--- src/rtl/mmio_arb_pkg.sv ---
// Shared types and defaults for the MMIO bus arbiter slice.
package mmio_arb_pkg;

  localparam int N_M_DEF    = 2;
  localparam int ADDR_W_DEF = 21;
  localparam int DATA_W_DEF = 32;

  typedef enum logic [1:0] {
    IDLE  = 2'd0,
    ISSUE = 2'd1,
    ACK   = 2'd2
  } state_t;

  // Master index width; never zero so a one-master build still has a legal vector.
  function automatic int id_w(input int n);
    return (n > 1) ? $clog2(n) : 1;
  endfunction

endpackage

--- src/rtl/mmio_bus_arbiter_if.sv ---
// Master-side request bundle plus the FPro MMIO bus, shared by the arbiter and its neighbours.
interface mmio_bus_arbiter_if
  import mmio_arb_pkg::*;
#(
  parameter int N_M    = N_M_DEF,
  parameter int ADDR_W = ADDR_W_DEF,
  parameter int DATA_W = DATA_W_DEF
);

  // Handshake: m_cs[i] is a valid that stays high (with stable wr/rd/lock/addr/data)
  // until the one-cycle m_ack[i] pulse, which is the only ready/done indication.
  logic [N_M-1:0]        m_cs;
  logic [N_M-1:0]        m_wr;
  logic [N_M-1:0]        m_rd;
  logic [N_M-1:0]        m_lock;
  logic [N_M*ADDR_W-1:0] m_addr;
  logic [N_M*DATA_W-1:0] m_wr_data;
  logic [DATA_W-1:0]     m_rd_data;
  logic [N_M-1:0]        m_ack;

  logic                  mmio_cs;
  logic                  mmio_wr;
  logic                  mmio_rd;
  logic [ADDR_W-1:0]     mmio_addr;
  logic [DATA_W-1:0]     mmio_wr_data;
  logic [DATA_W-1:0]     mmio_rd_data;

  modport master (
    output m_cs, m_wr, m_rd, m_lock, m_addr, m_wr_data,
    input  m_rd_data, m_ack
  );

  modport slave (
    input  m_cs, m_wr, m_rd, m_lock, m_addr, m_wr_data,
    output m_rd_data, m_ack,
    output mmio_cs, mmio_wr, mmio_rd, mmio_addr, mmio_wr_data,
    input  mmio_rd_data
  );

  modport mmio (
    input  mmio_cs, mmio_wr, mmio_rd, mmio_addr, mmio_wr_data,
    output mmio_rd_data
  );

endinterface

--- src/rtl/mmio_rr_pick.sv ---
// Combinational round-robin picker: first requester at or after ptr, wrapping modulo N.
module mmio_rr_pick
  import mmio_arb_pkg::*;
#(
  parameter int N   = 2,
  parameter int IDW = id_w(N)
) (
  input  logic [N-1:0]   req,
  input  logic [IDW-1:0] ptr,
  output logic [N-1:0]   gnt,
  output logic [IDW-1:0] idx,
  output logic           any
);

  always_comb begin
    int j;
    gnt = '0;
    idx = '0;
    any = 1'b0;
    j   = 0;
    for (int i = 0; i < N; i++) begin
      j = int'(ptr) + i;
      if (j >= N) j = j - N;
      if (!any && req[j]) begin
        any    = 1'b1;
        gnt[j] = 1'b1;
        idx    = IDW'(j);
      end
    end
  end

endmodule

--- src/rtl/mmio_bus_arbiter.sv ---
// Round-robin arbiter with per-master lock that shares one FPro MMIO bus among N_M masters.
module mmio_bus_arbiter
  import mmio_arb_pkg::*;
#(
  parameter int N_M      = N_M_DEF,
  parameter int ADDR_W   = ADDR_W_DEF,
  parameter int DATA_W   = DATA_W_DEF,
  parameter int LOCK_TMO = 255
) (
  input  logic                   clk,
  input  logic                   reset,
  mmio_bus_arbiter_if.slave      bus,
  output logic [$clog2(N_M)-1:0] grant_id,
  output logic                   locked,
  output logic [1:0]             state
);

  localparam int IDW = $clog2(N_M);
  localparam int TW  = $clog2(LOCK_TMO + 1);

  localparam logic [1:0] S_IDLE  = IDLE;
  localparam logic [1:0] S_ISSUE = ISSUE;
  localparam logic [1:0] S_ACK   = ACK;

  logic [1:0]        state_q;
  logic [N_M-1:0]    win_oh_q;
  logic [IDW-1:0]    rr_ptr;
  logic [IDW-1:0]    owner;
  logic [TW-1:0]     lock_tmr;

  logic [N_M-1:0]    owner_mask;
  logic [N_M-1:0]    elig;
  logic [N_M-1:0]    pick_oh;
  logic [IDW-1:0]    pick_idx;
  logic              pick_any;
  logic              sel_wr;
  logic              sel_rd;
  logic              sel_lock;
  logic [ADDR_W-1:0] sel_addr;
  logic [DATA_W-1:0] sel_wr_data;

  // While a lock is held, only the owner may compete.
  assign owner_mask = {{(N_M-1){1'b0}}, 1'b1} << owner;
  assign elig       = locked ? (bus.m_cs & owner_mask) : bus.m_cs;

  mmio_rr_pick #(.N(N_M), .IDW(IDW)) u_pick (
    .req (elig),
    .ptr (rr_ptr),
    .gnt (pick_oh),
    .idx (pick_idx),
    .any (pick_any)
  );

  assign sel_wr      = bus.m_wr[pick_idx];
  assign sel_rd      = bus.m_rd[pick_idx];
  assign sel_lock    = bus.m_lock[pick_idx];
  assign sel_addr    = bus.m_addr[pick_idx*ADDR_W +: ADDR_W];
  assign sel_wr_data = bus.m_wr_data[pick_idx*DATA_W +: DATA_W];

  assign state = state_q;

  always_ff @(posedge clk or negedge reset) begin
    if (!reset) begin
      state_q          <= S_IDLE;
      win_oh_q         <= '0;
      rr_ptr           <= '0;
      owner            <= '0;
      lock_tmr         <= '0;
      grant_id         <= '0;
      locked           <= 1'b0;
      bus.m_ack        <= '0;
      bus.m_rd_data    <= '0;
      bus.mmio_cs      <= 1'b0;
      bus.mmio_wr      <= 1'b0;
      bus.mmio_rd      <= 1'b0;
      bus.mmio_addr    <= '0;
      bus.mmio_wr_data <= '0;
    end else begin
      case (state_q)
        S_IDLE: begin
          if (pick_any) begin
            state_q          <= S_ISSUE;
            win_oh_q         <= pick_oh;
            grant_id         <= pick_idx;
            owner            <= pick_idx;
            locked           <= sel_lock;
            lock_tmr         <= '0;
            // A grant made under lock leaves the rotation where it was.
            if (!locked)
              rr_ptr <= (pick_idx == IDW'(N_M - 1)) ? '0 : pick_idx + 1'b1;
            // wr+rd together degrades to a write; neither strobe means no bus cycle.
            bus.mmio_cs      <= sel_wr | sel_rd;
            bus.mmio_wr      <= sel_wr;
            bus.mmio_rd      <= sel_rd & ~sel_wr;
            bus.mmio_addr    <= sel_addr;
            bus.mmio_wr_data <= sel_wr_data;
          end else if (locked) begin
            if (lock_tmr == TW'(LOCK_TMO - 1)) begin
              locked   <= 1'b0;
              lock_tmr <= '0;
            end else begin
              lock_tmr <= lock_tmr + 1'b1;
            end
          end
        end
        S_ISSUE: begin
          state_q          <= S_ACK;
          bus.m_ack        <= win_oh_q;
          bus.m_rd_data    <= bus.mmio_rd ? bus.mmio_rd_data : '0;
          bus.mmio_cs      <= 1'b0;
          bus.mmio_wr      <= 1'b0;
          bus.mmio_rd      <= 1'b0;
          bus.mmio_addr    <= '0;
          bus.mmio_wr_data <= '0;
        end
        S_ACK: begin
          state_q   <= S_IDLE;
          bus.m_ack <= '0;
        end
        default: state_q <= S_IDLE;
      endcase
    end
  end

endmodule

--- src/flat_wrapper.sv ---
// flat-port wrapper written by rule: the top's interface ports become plain ports
module mmio_bus_arbiter_flat import mmio_arb_pkg::*;
#(
  parameter int N_M      = N_M_DEF,
  parameter int ADDR_W   = ADDR_W_DEF,
  parameter int DATA_W   = DATA_W_DEF,
  parameter int LOCK_TMO = 255
)
  (clk, reset, grant_id, locked, state, bus_m_cs, bus_m_wr, bus_m_rd, bus_m_lock, bus_m_addr, bus_m_wr_data, bus_m_rd_data, bus_m_ack, bus_mmio_cs, bus_mmio_wr, bus_mmio_rd, bus_mmio_addr, bus_mmio_wr_data, bus_mmio_rd_data);
  mmio_bus_arbiter_if #(.N_M(N_M), .ADDR_W(ADDR_W), .DATA_W(DATA_W)) bus_i ();
  input  logic clk;
  input  logic reset;
  output logic [$clog2(N_M)-1:0] grant_id;
  output logic locked;
  output logic [1:0] state;
  input wire logic [$bits(bus_i.m_cs)-1:0] bus_m_cs;
  input wire logic [$bits(bus_i.m_wr)-1:0] bus_m_wr;
  input wire logic [$bits(bus_i.m_rd)-1:0] bus_m_rd;
  input wire logic [$bits(bus_i.m_lock)-1:0] bus_m_lock;
  input wire logic [$bits(bus_i.m_addr)-1:0] bus_m_addr;
  input wire logic [$bits(bus_i.m_wr_data)-1:0] bus_m_wr_data;
  output wire logic [$bits(bus_i.m_rd_data)-1:0] bus_m_rd_data;
  output wire logic [$bits(bus_i.m_ack)-1:0] bus_m_ack;
  output wire logic [$bits(bus_i.mmio_cs)-1:0] bus_mmio_cs;
  output wire logic [$bits(bus_i.mmio_wr)-1:0] bus_mmio_wr;
  output wire logic [$bits(bus_i.mmio_rd)-1:0] bus_mmio_rd;
  output wire logic [$bits(bus_i.mmio_addr)-1:0] bus_mmio_addr;
  output wire logic [$bits(bus_i.mmio_wr_data)-1:0] bus_mmio_wr_data;
  input wire logic [$bits(bus_i.mmio_rd_data)-1:0] bus_mmio_rd_data;
  assign bus_i.m_cs = bus_m_cs;
  assign bus_i.m_wr = bus_m_wr;
  assign bus_i.m_rd = bus_m_rd;
  assign bus_i.m_lock = bus_m_lock;
  assign bus_i.m_addr = bus_m_addr;
  assign bus_i.m_wr_data = bus_m_wr_data;
  assign bus_m_rd_data = bus_i.m_rd_data;
  assign bus_m_ack = bus_i.m_ack;
  assign bus_mmio_cs = bus_i.mmio_cs;
  assign bus_mmio_wr = bus_i.mmio_wr;
  assign bus_mmio_rd = bus_i.mmio_rd;
  assign bus_mmio_addr = bus_i.mmio_addr;
  assign bus_mmio_wr_data = bus_i.mmio_wr_data;
  assign bus_i.mmio_rd_data = bus_mmio_rd_data;
  mmio_bus_arbiter #(.N_M(N_M), .ADDR_W(ADDR_W), .DATA_W(DATA_W), .LOCK_TMO(LOCK_TMO)) u_core (.clk(clk), .reset(reset), .bus(bus_i), .grant_id(grant_id), .locked(locked), .state(state));
endmodule
--- config.mk ---
export PLATFORM = sky130hd
export DESIGN_NAME = mmio_bus_arbiter_flat
export DESIGN_NICKNAME = d
export VERILOG_FILES = /design/src/rtl/mmio_arb_pkg.sv /design/src/rtl/mmio_bus_arbiter_if.sv /design/src/rtl/mmio_rr_pick.sv /design/src/rtl/mmio_bus_arbiter.sv /design/src/flat_wrapper.sv
export SDC_FILE = /design/constraint.sdc
export NUM_CORES = 1
export LEC_CHECK = 0
export ABC_CLOCK_PERIOD_IN_PS = 3100
export CAP_MARGIN = 30
export CORE_MARGIN = 4
export CORE_UTILIZATION = 35
export DETAILED_ROUTE_END_ITERATION = 8
export GPL_TIMING_DRIVEN = 0
export HOLD_SLACK_MARGIN = 0.02
export PLACE_DENSITY = 0.78
export SLEW_MARGIN = 20
export SYNTH_ARGS = -nofsm -noshare
export SYNTH_HDL_FRONTEND = slang
export SYNTH_HIERARCHICAL = 1
export SYNTH_SLANG_ARGS = --single-unit
--- constraint.sdc ---
create_clock -name clk -period 3.1 [get_ports clk]
set_input_delay 0.93 -clock clk [delete_from_list [all_inputs] [get_ports clk]]
set_output_delay 0.93 -clock clk [all_outputs]
set_load 0.01 [all_outputs]
==> flow_summary.rst <==
.. list-table::
   :header-rows: 1

   * - Metric
     - Value
   * - Hold Buf Count CTS
     - 0
   * - Clock tree skew after final layout
     - 0.003814 ns
   * - Number of design rule violations left after detail routing
     - 0
   * - Total negative slack for setup checks
     - 0 ns
   * - Router iterations before antenna repair
     - 4
   * - Hold crit path type
     - flip-flop to flip-flop
   * - Setup repair after global routing missed its margin
     - false
   * - Required time of the critical path
     - 3.31 ns
   * - WS Path Type
     - primary input to flip-flop
   * - Critical Path Max Stage Delay
     - 0.45 ns
   * - Critical path, cell by cell
     - clkdlybuf4s50_1 > a21boi_0 > a21boi_0 > clkbuf_2 > buf_2 > mux2i_1 > o21ai_0
   * - R2r startpoint
     - u_core/locked
   * - Final hold vios
     - 0
   * - Most common library cell in the layout ignoring fill and taps
     - sky130_fd_sc_hd__clkdlybuf4s50_1
   * - Share of synthesized flip-flops with an asynchronous set or reset
     - 1.000
   * - Number of pins with negative max-slew slack in the final report
     - 0
   * - Detailed-placement wirelength estimate
     - 11860 µm
   * - WL per Instance
     - 16.20 µm
   * - CP Data Arrival Time
     - 3.05 ns
   * - Wire length of the first global-routing pass
     - 23400 µm
   * - Mapped Nets
     - 632
   * - GRT Residual Overflow
     - 0
   * - Via count
     - 4374
   * - Floorplan die height
     - 127.2 µm
   * - Clock slew at reported path FFs
     - 0.06 ns
   * - Number of antenna repair diodes
     - 0
   * - Core outline area
     - 0.01388 mm²
   * - Worst VDD drop
     - 0.4338 mV
   * - Max clock buf depth
     - 2
   * - Number of failing setup endpoints in the final timing report
     - 0
   * - Nature of the critical path endpoint
     - flip-flop
   * - Average vias per placed instance
     - 4.775
   * - Most Frequent Cell on Critical Path
     - sky130_fd_sc_hd__a21boi_0
   * - Die area
     - 0.01618 mm²
   * - Layout-stage area growth over the synthesis result
     - 58.93%
   * - Clock period minus worst slack
     - 2.845 ns
   * - Main flop type after synthesis
     - sky130_fd_sc_hd__dfrtp_1
   * - Clock latency of the later-clocked register in the worst-skew pair
     - 0.33 ns
   * - Core Util, Final
     - 0.5696
   * - Startpoint of the most critical hold path
     - u_core/bus.mmio_wr_data[23]
   * - Fraction of final layout cells sized beyond drive strength 1
     - 0.1168
   * - X dimension of the die
     - 127.2 µm
   * - Transition time at the pin with the least slew margin
     - 0.5191 ns
   * - Final ANT Viol Nets
     - 0
   * - Share of Yosys cell area claimed by the top area cell type
     - 0.5282
   * - Power per cell area
     - 835.8 mW/mm²
   * - Maximum fanout encountered on the critical timing path
     - 10
   * - Run status
     - finished clean
   * - Standard cell area after detailed placement
     - 0.007641 mm²
   * - Root cell of the clock tree
     - sky130_fd_sc_hd__clkbuf_16
   * - Initial core utilization
     - 0.3584
   * - NumNets Final
     - 885
   * - Global routing usage summed across all routing layers
     - 0.1822
   * - Synthesized area per cell
     - 10.39 µm²
   * - Clock buffer count from CTS
     - 9
   * - Count of filler cells inserted in the layout
     - 1186
   * - CP Launch Type
     - primary input
   * - Aggregate routed wire length
     - 14840 µm
   * - Fraction of the cycle the final worst path needs
     - 0.9177
   * - GPL Wtd Cong
     - 0.8775
   * - Post-synthesis cell area
     - 0.004975 mm²
   * - Portion of the post-synthesis area used by sequential elements
     - 0.5282
   * - Maximum number of pins on one net before global-route repair
     - 56
   * - Clock sinks
     - 105
   * - Count of port buffers added during placement
     - 241
   * - Maximum frequency from static timing analysis
     - 0.3515 GHz
   * - Dominant cell type by area after synthesis
     - sky130_fd_sc_hd__dfrtp_1
   * - Area fraction in compound gates after synthesis
     - 0.1625
   * - Top-Level Pins
     - 242
   * - Post-synthesis cell count
     - 479
   * - Initial detailed-routing violation count
     - 256
   * - Vias in the first global route
     - 4624
   * - Start point of the critical path
     - bus_m_cs[1]
   * - Area of all placed cells without fillers
     - 0.007906 mm²
   * - Max-cap violations
     - 0
   * - Area share of and/or/nand/nor cells after synthesis
     - 0.1036
   * - Number of warning messages in the yosys log
     - 6
   * - Number of antenna violations at the first check in global routing
     - 0
   * - Largest family of logic cells by synthesized area
     - compound AO/OA/AOI/OAI gates
   * - Number of H-tree branching levels
     - 3
   * - Most frequent cells in the layout
     - 240 x sky130_fd_sc_hd__clkdlybuf4s50_1, 105 x sky130_fd_sc_hd__dfrtp_1, 97 x sky130_fd_sc_hd__nand2_1
   * - Cells taking the most area after synthesis
     - sky130_fd_sc_hd__dfrtp_1 53%, sky130_fd_sc_hd__mux2i_1 11%, sky130_fd_sc_hd__nand2_1 7.3%
   * - Number of flip-flops and latches in the synthesized netlist
     - 105
   * - Headroom to the max-slew limit
     - 0.6539
   * - Count of flip-flops with a built-in enable after synthesis
     - 0
   * - Standard-cell rows
     - 43
   * - XOR/XNOR share of the synthesized area
     - 0.001761
   * - Leakage power total
     - 0.003348 µW
   * - Clock tree from TritonCTS
     - done
   * - Share of synthesized cell area in full adder, half adder and majority cells
     - 0.01258
   * - Multiplexer share of the synthesized area
     - 0.1175
   * - Count of cell types in the netlist
     - 35
   * - Slowest-stage cell, CP
     - sky130_fd_sc_hd__clkdlybuf4s50_1
registers in the layout, summed over array words and instances, names as in the netlist:
name,flops
u_core/bus.mmio_rd,1
u_core/owner,1
u_core/bus.mmio_wr,1
u_core/state,2
u_core/win_oh_q,2
u_core/bus.mmio_addr,21
u_core/bus.m_rd_data,32
u_core/bus.m_ack,2
u_core/locked,1
u_core/bus.mmio_wr_data,32
u_core/bus.mmio_cs,1
u_core/rr_ptr,1
u_core/lock_tmr,8
cells by family after synthesis:
kind of cell,Yosys count
AOI/OAI and AO/OA,120
xor gates and xnor gates,1
and+or+nand+nor,121
DFF,105
muxes,58
adders and majority gates,5
buffers and inverters,69
power breakdown:
group	switching [µW]	internal [µW]
clock	473	560
combinational	1690	1730
sequential	282	1880
final cells by class:
type / count / area [µm²] / area share
flip-flops and latches: 105 / 2628 / 0.3323
repair buffers: 242 / 2441 / 0.3088
multi-input cells: 305 / 1979 / 0.2504
clock buffers: 12 / 246.5 / 0.03118
well taps: 180 / 225.2 / 0.02849
plain buffers: 28 / 215.2 / 0.02722
inverters: 41 / 153.9 / 0.01947
clock inverters: 3 / 17.52 / 0.002216
final timing paths:
kind                                                to  slack, ns  cells past startpoint
setup / recovery                         u_core/locked       0.26                      7
hold / removal             u_core/bus.mmio_wr_data[23]       0.47                      2
hold reg to reg            u_core/bus.mmio_wr_data[23]       0.47                      2
max in group asynchronous     u_core/bus.mmio_addr[15]       1.94                      2
setup reg to reg                         u_core/locked       0.73                      7
min in group asynchronous      u_core/bus.m_rd_data[7]       0.54                      1
layer usage:
| metal | GRT usage | part of all wire |
|---|---|---|
| met1 | 0.2080 | 0.38 |
| met2 | 0.3238 | 0.51 |
| met3 | 0.06104 | 0.096 |
| met4 | 0.05489 | 0.016 |
| met5 | 0 | 0 |
what timing repair did:
action,in CTS,in global routing
setup endpoints to repair,0,6
setup buffers,0,0
resized for setup,0,2
per-stage QoR:
step | instances | setup slack (ns) | hold slack, ns | total power [µW]
finish | 916 | 0.2552 | 0.4748 | 6608
CTS | 916 | 0.002859 | 0.4811 | 6717
global route | 916 | 0.04553 | 0.5045 | 7086
detailed placement | 901 | -0.3502 | 0.4651 | 5645
floorplan | 479 | 0.8469 | 0.4638 | 3977
global placement | 900 | -2.752 | 0.4620 | 5521
critical path: cells and delay by family:
family	cells	cell delay [ns]
multiplexers	1	0.36
AO/OA/AOI/OAI	3	0.70
buffers and inverters	3	1.05
cells in the mapped netlist (2+ instances only):
master	count
sky130_fd_sc_hd__o31ai_1	2
sky130_fd_sc_hd__ha_1	5
sky130_fd_sc_hd__o21ai_0	58
sky130_fd_sc_hd__mux2_2	3
sky130_fd_sc_hd__mux2i_1	55
sky130_fd_sc_hd__o21ai_2	40
sky130_fd_sc_hd__nand2_1	97
sky130_fd_sc_hd__buf_12	4
sky130_fd_sc_hd__and4_1	2
sky130_fd_sc_hd__buf_2	11
sky130_fd_sc_hd__a21oi_1	5
sky130_fd_sc_hd__nand2b_1	3
sky130_fd_sc_hd__a21boi_0	5
sky130_fd_sc_hd__nand3_1	3
sky130_fd_sc_hd__clkbuf_1	6
sky130_fd_sc_hd__nand3b_1	2
sky130_fd_sc_hd__buf_4	6
sky130_fd_sc_hd__inv_1	41
sky130_fd_sc_hd__nor2_1	5
sky130_fd_sc_hd__a31oi_1	5
sky130_fd_sc_hd__and3_1	3
sky130_fd_sc_hd__dfrtp_1	105
Power figures use the tool's default switching activity.
